[src/rtl/riscv_pkg.sv]
// Shared RV32I core definitions: machine width, canonical NOP, default reset PC and fetch FSM states.
package riscv_pkg;

  localparam int XLEN = 32;

  localparam logic [XLEN-1:0] NOP_INSTR        = 32'h0000_0013;  // addi x0,x0,0
  localparam logic [XLEN-1:0] DEFAULT_RESET_PC = 32'h0000_0000;

  typedef enum logic [1:0] {
    FETCH = 2'd0,
    WAIT  = 2'd1,
    DRAIN = 2'd2
  } fetch_state_e;

  function automatic logic [XLEN-1:0] align_word(input logic [XLEN-1:0] addr);
    return {addr[XLEN-1:2], 2'b00};
  endfunction

endpackage

[src/rtl/fetch_stage_if.sv]
// Instruction-memory port: valid/ready request channel, valid-only response channel.
interface fetch_stage_if;
  import riscv_pkg::*;

  logic            imem_req_valid;
  logic [XLEN-1:0] imem_req_addr;
  logic            imem_req_ready;
  logic            imem_rsp_valid;
  logic [XLEN-1:0] imem_rsp_data;

  modport master (
    output imem_req_valid,
    output imem_req_addr,
    input  imem_req_ready,
    input  imem_rsp_valid,
    input  imem_rsp_data
  );

  modport slave (
    input  imem_req_valid,
    input  imem_req_addr,
    output imem_req_ready,
    output imem_rsp_valid,
    output imem_rsp_data
  );

endinterface

[src/rtl/fetch_stage.sv]
// RV32I fetch: PC + single-outstanding imem FSM feeding a registered IF/ID slot; latency = memory latency + 1.
// A stalled full slot blocks new requests; a redirect flushes the slot and discards any in-flight response.
module fetch_stage #(
  parameter logic [riscv_pkg::XLEN-1:0] RESET_PC  = riscv_pkg::DEFAULT_RESET_PC,
  parameter logic [riscv_pkg::XLEN-1:0] NOP_INSTR = riscv_pkg::NOP_INSTR
) (
  input  logic                       clk,
  input  logic                       rst,
  fetch_stage_if.master              imem,
  input  logic                       redirect_valid,
  input  logic [riscv_pkg::XLEN-1:0] redirect_target,
  input  logic                       stall,
  output logic                       if_valid,
  output logic [riscv_pkg::XLEN-1:0] if_instr,
  output logic [riscv_pkg::XLEN-1:0] if_pc
);
  import riscv_pkg::*;

  fetch_state_e    state;
  logic [XLEN-1:0] pc;
  logic            slot_free;
  logic            req_hs;

  assign slot_free = !if_valid || !stall;

  // Request only from FETCH into a slot that can take the result, and never
  // in a redirect cycle since the address is about to change.
  assign imem.imem_req_valid = !rst && (state == FETCH) && slot_free && !redirect_valid;
  assign imem.imem_req_addr  = pc;
  assign req_hs              = imem.imem_req_valid && imem.imem_req_ready;

  always_ff @(posedge clk) begin
    if (rst) begin
      pc       <= RESET_PC;
      state    <= FETCH;
      if_valid <= 1'b0;
      if_instr <= NOP_INSTR;
      if_pc    <= '0;
    end else if (redirect_valid) begin
      if_valid <= 1'b0;
      if_instr <= NOP_INSTR;
      pc       <= align_word(redirect_target);
      case (state)
        // req_valid is masked by redirect, so DRAIN here only covers a memory
        // that latched the request early anyway.
        FETCH:   state <= req_hs ? DRAIN : FETCH;
        WAIT:    state <= imem.imem_rsp_valid ? FETCH : DRAIN;
        // A response landing now is the one being drained; waiting for another would deadlock.
        DRAIN:   state <= imem.imem_rsp_valid ? FETCH : DRAIN;
        default: state <= FETCH;
      endcase
    end else begin
      if (if_valid && !stall) begin
        if_valid <= 1'b0;
        if_instr <= NOP_INSTR;
      end
      case (state)
        FETCH: begin
          if (req_hs) begin
            state <= WAIT;
          end
        end
        WAIT: begin
          if (imem.imem_rsp_valid) begin
            if_valid <= 1'b1;
            if_instr <= imem.imem_rsp_data;
            if_pc    <= pc;
            pc       <= pc + 32'd4;
            state    <= FETCH;
          end
        end
        DRAIN: begin
          if (imem.imem_rsp_valid) begin
            state <= FETCH;
          end
        end
        default: state <= FETCH;
      endcase
    end
  end

endmodule

[src/flat_wrapper.sv]
// flat-port wrapper written by rule: the top's interface ports become plain ports
module fetch_stage_flat import riscv_pkg::*;
#(
  parameter logic [riscv_pkg::XLEN-1:0] RESET_PC  = riscv_pkg::DEFAULT_RESET_PC,
  parameter logic [riscv_pkg::XLEN-1:0] NOP_INSTR = riscv_pkg::NOP_INSTR
)
  (clk, rst, redirect_valid, redirect_target, stall, if_valid, if_instr, if_pc, imem_imem_req_valid, imem_imem_req_addr, imem_imem_req_ready, imem_imem_rsp_valid, imem_imem_rsp_data);
  fetch_stage_if imem_i ();
  input  logic clk;
  input  logic rst;
  input  logic redirect_valid;
  input  logic [riscv_pkg::XLEN-1:0] redirect_target;
  input  logic stall;
  output logic if_valid;
  output logic [riscv_pkg::XLEN-1:0] if_instr;
  output logic [riscv_pkg::XLEN-1:0] if_pc;
  output wire logic [$bits(imem_i.imem_req_valid)-1:0] imem_imem_req_valid;
  output wire logic [$bits(imem_i.imem_req_addr)-1:0] imem_imem_req_addr;
  input wire logic [$bits(imem_i.imem_req_ready)-1:0] imem_imem_req_ready;
  input wire logic [$bits(imem_i.imem_rsp_valid)-1:0] imem_imem_rsp_valid;
  input wire logic [$bits(imem_i.imem_rsp_data)-1:0] imem_imem_rsp_data;
  assign imem_imem_req_valid = imem_i.imem_req_valid;
  assign imem_imem_req_addr = imem_i.imem_req_addr;
  assign imem_i.imem_req_ready = imem_imem_req_ready;
  assign imem_i.imem_rsp_valid = imem_imem_rsp_valid;
  assign imem_i.imem_rsp_data = imem_imem_rsp_data;
  fetch_stage #(.RESET_PC(RESET_PC), .NOP_INSTR(NOP_INSTR)) u_core (.clk(clk), .rst(rst), .imem(imem_i), .redirect_valid(redirect_valid), .redirect_target(redirect_target), .stall(stall), .if_valid(if_valid), .if_instr(if_instr), .if_pc(if_pc));
endmodule
[config.mk]
export PLATFORM = sky130hd
export DESIGN_NAME = fetch_stage_flat
export DESIGN_NICKNAME = d
export VERILOG_FILES = /design/src/rtl/riscv_pkg.sv /design/src/rtl/fetch_stage_if.sv /design/src/rtl/fetch_stage.sv /design/src/flat_wrapper.sv
export SDC_FILE = /design/constraint.sdc
export NUM_CORES = 1
export LEC_CHECK = 0
export BUFFER_PORTS_ARGS = -buffer_cell sky130_fd_sc_hd__buf_2
export CORE_MARGIN = 1
export CORE_UTILIZATION = 48
export DETAILED_ROUTE_END_ITERATION = 10
export PLACE_DENSITY = 0.8
export SETUP_SLACK_MARGIN = 0.5
export SLEW_MARGIN = 20
export SYNTH_ARGS = -nofsm -noshare
export SYNTH_HDL_FRONTEND = slang
export SYNTH_SLANG_ARGS = --single-unit
[constraint.sdc]
create_clock -name clk -period 3.4 [get_ports clk]
set_input_delay 1.02 -clock clk [delete_from_list [all_inputs] [get_ports clk]]
set_output_delay 1.02 -clock clk [all_outputs]
set_load 0.01 [all_outputs]
==> results of run 1 <==
## path summary, 6_finish.rpt
path	slack, ns	start	to	cells after the start
max	0.84	redirect_valid	imem_imem_req_valid	4
min	0.45	u_core.if_pc[30]	u_core.if_pc[30]	2
max reg2reg	1.06	u_core.state[0]	u_core.imem.imem_req_addr[31]	6
min reg2reg	0.45	u_core.if_pc[30]	u_core.if_pc[30]	2
## cells by family after synthesis
kind of cell	after synthesis	share of synthesized area
AO/OA/AOI/OAI	120	0.200
XOR/XNOR	10	0.0214
adder cells (fa/ha/maj)	4	0.0122
buffers and inverters	56	0.0676
flip-flops	95	0.465
other	1	0.000917
AND/OR/NAND/NOR	197	0.232
## final cells by class
class | count | area, um2 | area share
Clock buffer | 10 | 138 | 0.0268
Inverter | 16 | 60.1 | 0.0117
Clock inverter | 5 | 82.6 | 0.0161
Multi-Input combinational cell | 335 | 1930 | 0.375
Tap cell | 105 | 131 | 0.0256
Timing Repair Buffer | 172 | 901 | 0.175
Sequential cell | 95 | 1900 | 0.370
## state kept, by name, summed over array words and instances (netlist names)
| name | count |
|---|---|
| u_core.if_instr | 32 |
| u_core.state | 2 |
| u_core.if_valid | 1 |
| u_core.if_pc | 30 |
| u_core.imem.imem_req_addr | 30 |
## critical path: stages
cell and delay, ns:
buf_2 0.12, nor2_1 0.12, and3_1 0.15, buf_2 0.12
## power by group
part           switching (mW)  internal, mW  leakage, nW
clock                   0.389         0.432        0.112
combinational           0.100        0.0817         1.27
sequential             0.0470          1.14        0.773
total                   0.536          1.65         2.15
## cells in the mapped netlist, types with 2 or more instances
master and instances:
or3_2 2, o21ai_0 6, o22ai_1 3, a221oi_1 3, nand3_1 8, nor3_1 5
xnor2_1 5, clkbuf_1 29, nor2_1 56, a211oi_1 14, buf_4 4, or2_2 2
nand2_1 76, a22oi_1 30, a21oi_1 36, o31ai_1 5, ha_1 4, o211ai_1 2
dfxtp_1 95, and4_1 8, clkbuf_8 2, nor4b_1 2, or4_1 5, inv_1 15
xor2_1 5, a311oi_1 9, buf_6 3, a2111oi_0 8, nor4_1 7, and3_1 4
nand4_1 13
## per-stage QoR
stage / setup slack [ns] / util / hold slack (ns) / power, mW
finish: 0.837 / 0.626 / 0.455 / 2.19
floorplan: 0.630 / - / 0.481 / 1.31
global placement: 0.693 / 0.599 / 0.440 / 1.39
global route: 0.804 / 0.626 / 0.478 / 2.28
CTS: 0.829 / 0.626 / 0.456 / 2.20
detailed placement: 0.545 / 0.599 / 0.443 / 1.39
## routing by layer
metal | share of wire | vias up | track usage
met3 | 0.079 | 19 | 0.0639
met4 | 0.017 | 0 | 0.0987
li1 | - | 2026 | -
met5 | 0 | - | 0
met2 | 0.48 | 165 | 0.421
met1 | 0.42 | 1884 | 0.307
## cells in the final DEF, fill, tap and decap left out, drive strengths merged, types with 5 or more instances in the layout
| master | count |
|---|---|
| clkbuf | 10 |
| a21oi | 36 |
| xor2 | 5 |
| a211oi | 14 |
| and3 | 5 |
| a22oi | 30 |
| nor3 | 5 |
| inv | 15 |
| nor4 | 7 |
| o31ai | 5 |
| dfxtp | 95 |
| a2111oi | 8 |
| nor2 | 56 |
| nand2 | 76 |
| xnor2 | 5 |
| nand4 | 14 |
| and4 | 8 |
| a311oi | 9 |
| o21ai | 6 |
| nand3 | 9 |
| buf | 172 |
| or4 | 7 |
==> reports/metrics.yaml, run 1 <==
yosysTopAreaCell: "dfxtp_1"
path_class: "in -> out"
hold_violations: 0
ant_nets: 0
viasPerCell: 5.55
drt-initial-drc-count: 169
fp.dieW_um: 94.3
synth_top_flop_cell: "dfxtp_1"
clock-sinks: 95
ys_ff_latch: 95
period_minus_slack_ns: 2.56
clk_pin_slew_ns: 0.09
root_buffer: "clkbuf_8"
power.density_nw_per_um2: 426
max_cap_viol_count: 0
arrival_ns: 1.54
ioPinCount: 168
cts_resized: 0
yosysTopAreaCellShare: 0.465
final_area_um2: 5140
die_h_um: 94.3
antenna_found_initial: 0
grt_pass1_wl_mm: 17.6
coreArea_um2: 8220
crit_path_end_kind: "output pin"
drc: 0
critPathLaunchType: "input pin"
avgSynthCellArea_um2: 8.47
grt_usage: 0.251
final_cells: 738
critPathRequiredTime_ns: 2.38
rsz0062_at_grt: "no"
synthesis.area_um2: 4090
first_global_vias: 3808
wire_per_inst_um: 14.6
grt_start_max_net_pins: 63
hold_buffers: 0
ys_top_cells_by_area: "dfxtp_1 46%, nand2_1 7.0%, a22oi_1 5.5%"
num_rows: 33
yosys_warnings: 0
vdd_drop_max_mv: 0.254
synth_cell_types: 48
hold_class: "reg -> reg"
async_flop_share: 0
layout-drive-gt1-share: 0.314
status: "completed"
start_util: 0.498
fmax_mhz: 390
placed_area_um2: 4920
ys_seq_area_frac: 0.465
worstMarginPinSlew_ns: 0.969
area_growth_syn_to_layout_pct: 25.7
final_net_count: 703
insertedDiodeCount: 0
synth_edf_count: 0
first_pass_iters: 5
globalRouteOverflowTotal: 0
n_fill_cell: 761
finalSetupViolCount: 0
relSlewSlack: 0.354
crit_fanout: 3
htreeDepth: 3
clock_skew_ns: 0.00731
wirelength_mm: 10.8
post-cts-setup-buffers: 0
cts_buffer_depth: 2
placed_cells: 723
drv_slew: 0
p_leak_nw: 2.15
die_area_um2: 8890
synthesis.instances: 483
clk_latency_ns: 0.35
fin_crit_sh: 0.754
place_congestion: 0.783
numCtsBuffers: 9
cts_tree: "yes"
vias: 4094
dp_hpwl_mm: 7.73
fin_tns_setup_ns: 0
port_buffers: 161
(Power assumes the default switching activity.)
==> inputs of run 2 (changes only) <==
Settings changed: ABC_AREA from default to 1, CORE_UTILIZATION 48 to 45, PLACE_DENSITY 0.8 to 0.77.
Clock period 3.4 ns to 2.1 ns, I/O delays scaled along.
==> reports/metrics.yaml, run 2 <==
ys_seq_area_frac: 0.418
globalRouteOverflowTotal: 0
clock-sinks: 95
synthesis.area_um2: 4550
clock_skew_ns: 0.0126
area_growth_syn_to_layout_pct: 57.3
relSlewSlack: 0.659
vdd_drop_max_mv: 0.753
regMostFlops: "u_core.if_instr"
fmax_mhz: 552
multi_input_area_um2: 2830
crit_slowest_cell: "dfxtp_2"
crit_fanout: 2
yosys_warnings: 0
first_global_vias: 4337
p_leak_nw: 3.25
wirelength_mm: 16.9
grt_start_max_net_pins: 38
crit_path_end_kind: "output pin"
synth_top_flop_cell: "dfxtp_1"
first_pass_iters: 5
p_total_mw: 3.76
synth_cell_types: 30
async_flop_share: 0
final_net_count: 953
ioPinCount: 168
setup.worst_path.end: "imem_imem_req_valid"
final_cell_mix: "159 x buf_2, 122 x nand2_1, 78 x nor2_1"
holdCritStartpoint: "u_core.if_pc[31]"
dp_hpwl_mm: 8.74
htreeDepth: 3
finalSetupViolCount: 0
avgSynthCellArea_um2: 6.67
insertedDiodeCount: 0
synth_edf_count: 0
drv_slew: 0
path_cells: "inv_2 -> ha_4 -> and3_4 -> buf_6"
placed_cells: 954
final_common_cell: "buf_2"
vias: 5538
yosysTopAreaCell: "dfxtp_1"
die_h_um: 103
ant_nets: 0
yosysMostFrequentCell: "nand2_1"
path_buf_inv: 2
worstMarginPinSlew_ns: 0.512
start_util: 0.466
synthesis.instances: 682
path_class: "reg -> out"
antenna_found_initial: 0
fin_tns_setup_ns: 0
largest_reg_flops: 32
critPathLaunchType: "flop"
num_rows: 36
cts_buffer_depth: 2
fin_crit_sh: 0.862
final_cells: 1017
ys_top_cells_by_area: "dfxtp_1 42%, nand2_1 10%, nor2_1 9.6%"
wire_per_inst_um: 16.6
r2r_end: "u_core.if_pc[15]"
arrival_ns: 1.18
power.density_nw_per_um2: 525
critPathMaxStageDelay_ns: 0.34
drt-initial-drc-count: 430
viasPerCell: 5.45
hold_buffers: 0
max_cap_viol_count: 0
clk_latency_ns: 0.37
die_area_um2: 10500
hold_violations: 0
root_buffer: "clkbuf_8"
ys_ff_latch: 95
r2r_cells: 11
cp-startpoint: "u_core.state[1]"
clk_pin_slew_ns: 0.10
place_congestion: 0.859
status: "completed"
port_buffers: 161
hold_class: "reg -> reg"
hold_slack_ns: 0.469
period_minus_slack_ns: 1.81
yosysTopAreaCellShare: 0.418
cp.depth: 4
final_area_um2: 7160
grt_pass1_wl_mm: 21.0
placed_area_um2: 5500
critPathRequiredTime_ns: 1.47
layout-drive-gt1-share: 0.447
grt_usage: 0.257
regArea_um2: 1940
coreArea_um2: 9770
drc: 0
yosys-top-cells-count: "126 x nand2_1, 117 x nor2_1, 95 x dfxtp_1, 81 x inv_1, 62 x o21ai_0"
rsz0062_at_grt: "yes"
worstReg2RegStart: "u_core.state[1]"
fp.dieW_um: 103
r2r_setup_slack_ns: 0.31
critPathTopFamily: "flip-flops"
n_fill_cell: 684
numCtsBuffers: 9
cts_tree: "yes"
[run 2: cell count changes after synthesis, sizes merged, moves of 16 or more]
| cell | change |
|---|---|
| inv | +67 |
| o21ai | +57 |
| nand3 | +37 |
| clkbuf | -16 |
| nor2 | +70 |
| nand2 | +52 |
| a22oi | -30 |
[run 2: area by class of cell]
type	count	share of cell area
Clock buffer	10	0.0192
Clock inverter	6	0.0131
Inverter	82	0.0447
Multi-Input combinational cell	471	0.396
Sequential cell	95	0.271
Tap cell	133	0.0232
Timing Repair Buffer	220	0.233
[run 2: per-layer routing]
metal,up-vias,global-route usage,part of all wire
li1,2590,-,-
met1,2571,0.348,0.40
met2,303,0.409,0.47
met3,74,0.0603,0.094
met4,0,0.0736,0.036
met5,-,0,0
[run 2: cell families (layout without fill, tap and decap cells)]
| kind of cell | count (synthesis) | in the layout | synth area share |
|---|---|---|---|
| flip-flops | 95 | 95 | 0.418 |
| adder cells (fa/ha/maj) | 4 | 4 | 0.0110 |
| other | 1 | 4 | 0.000824 |
| AND/OR/NAND/NOR | 327 | 328 | 0.305 |
| XOR/XNOR | 2 | 2 | 0.00385 |
| buffers and inverters | 120 | 318 | 0.107 |
| AO/OA/AOI/OAI | 133 | 133 | 0.154 |
[run 2: stage by stage]
step | setup WS, ns | util
after floorplan | 0.489 | -
after global routing | 0.235 | 0.733
after global placement | 0.128 | 0.563
final | 0.289 | 0.733
after detailed placement | 0.109 | 0.563
after CTS | 0.298 | 0.627
[run 2: how the worst min path moves through the flow]
stage                     slack [ns]                  to  depth (start not counted)
final                           0.47    u_core.if_pc[31]                          2
after floorplan                 0.47     u_core.state[1]                          2
after global routing            0.49  u_core.if_instr[4]                          3
after detailed placement        0.46    u_core.if_pc[31]                          2
after global placement          0.45    u_core.if_pc[31]                          2
after CTS                       0.47    u_core.if_pc[31]                          2
[run 2: power breakdown]
group | total, mW | internal, mW | switching [mW]
Sequential | 1.91 | 1.85 | 0.0655
Combinational | 0.452 | 0.195 | 0.257
Clock | 1.40 | 0.710 | 0.686
Total | 3.76 | 2.75 | 1.01
[run 2: what timing repair did]
action | CTS | global route
cloned | 6 | 9
pin swaps | 5 | 49
setup endpoints to repair | 24 | 94
buffers inserted | 13 | 19
resized for setup | 49 | 186
[run 2: worst register-to-register path: cells and delay by family (launching register included)]
kind                     cells  cell delay [ns]
AO/OA/AOI/OAI                1             0.20
adder cells (fa/ha/maj)      1             0.15
buffers and inverters        6             0.77
flip-flops                   1             0.34
AND/OR/NAND/NOR              3             0.25
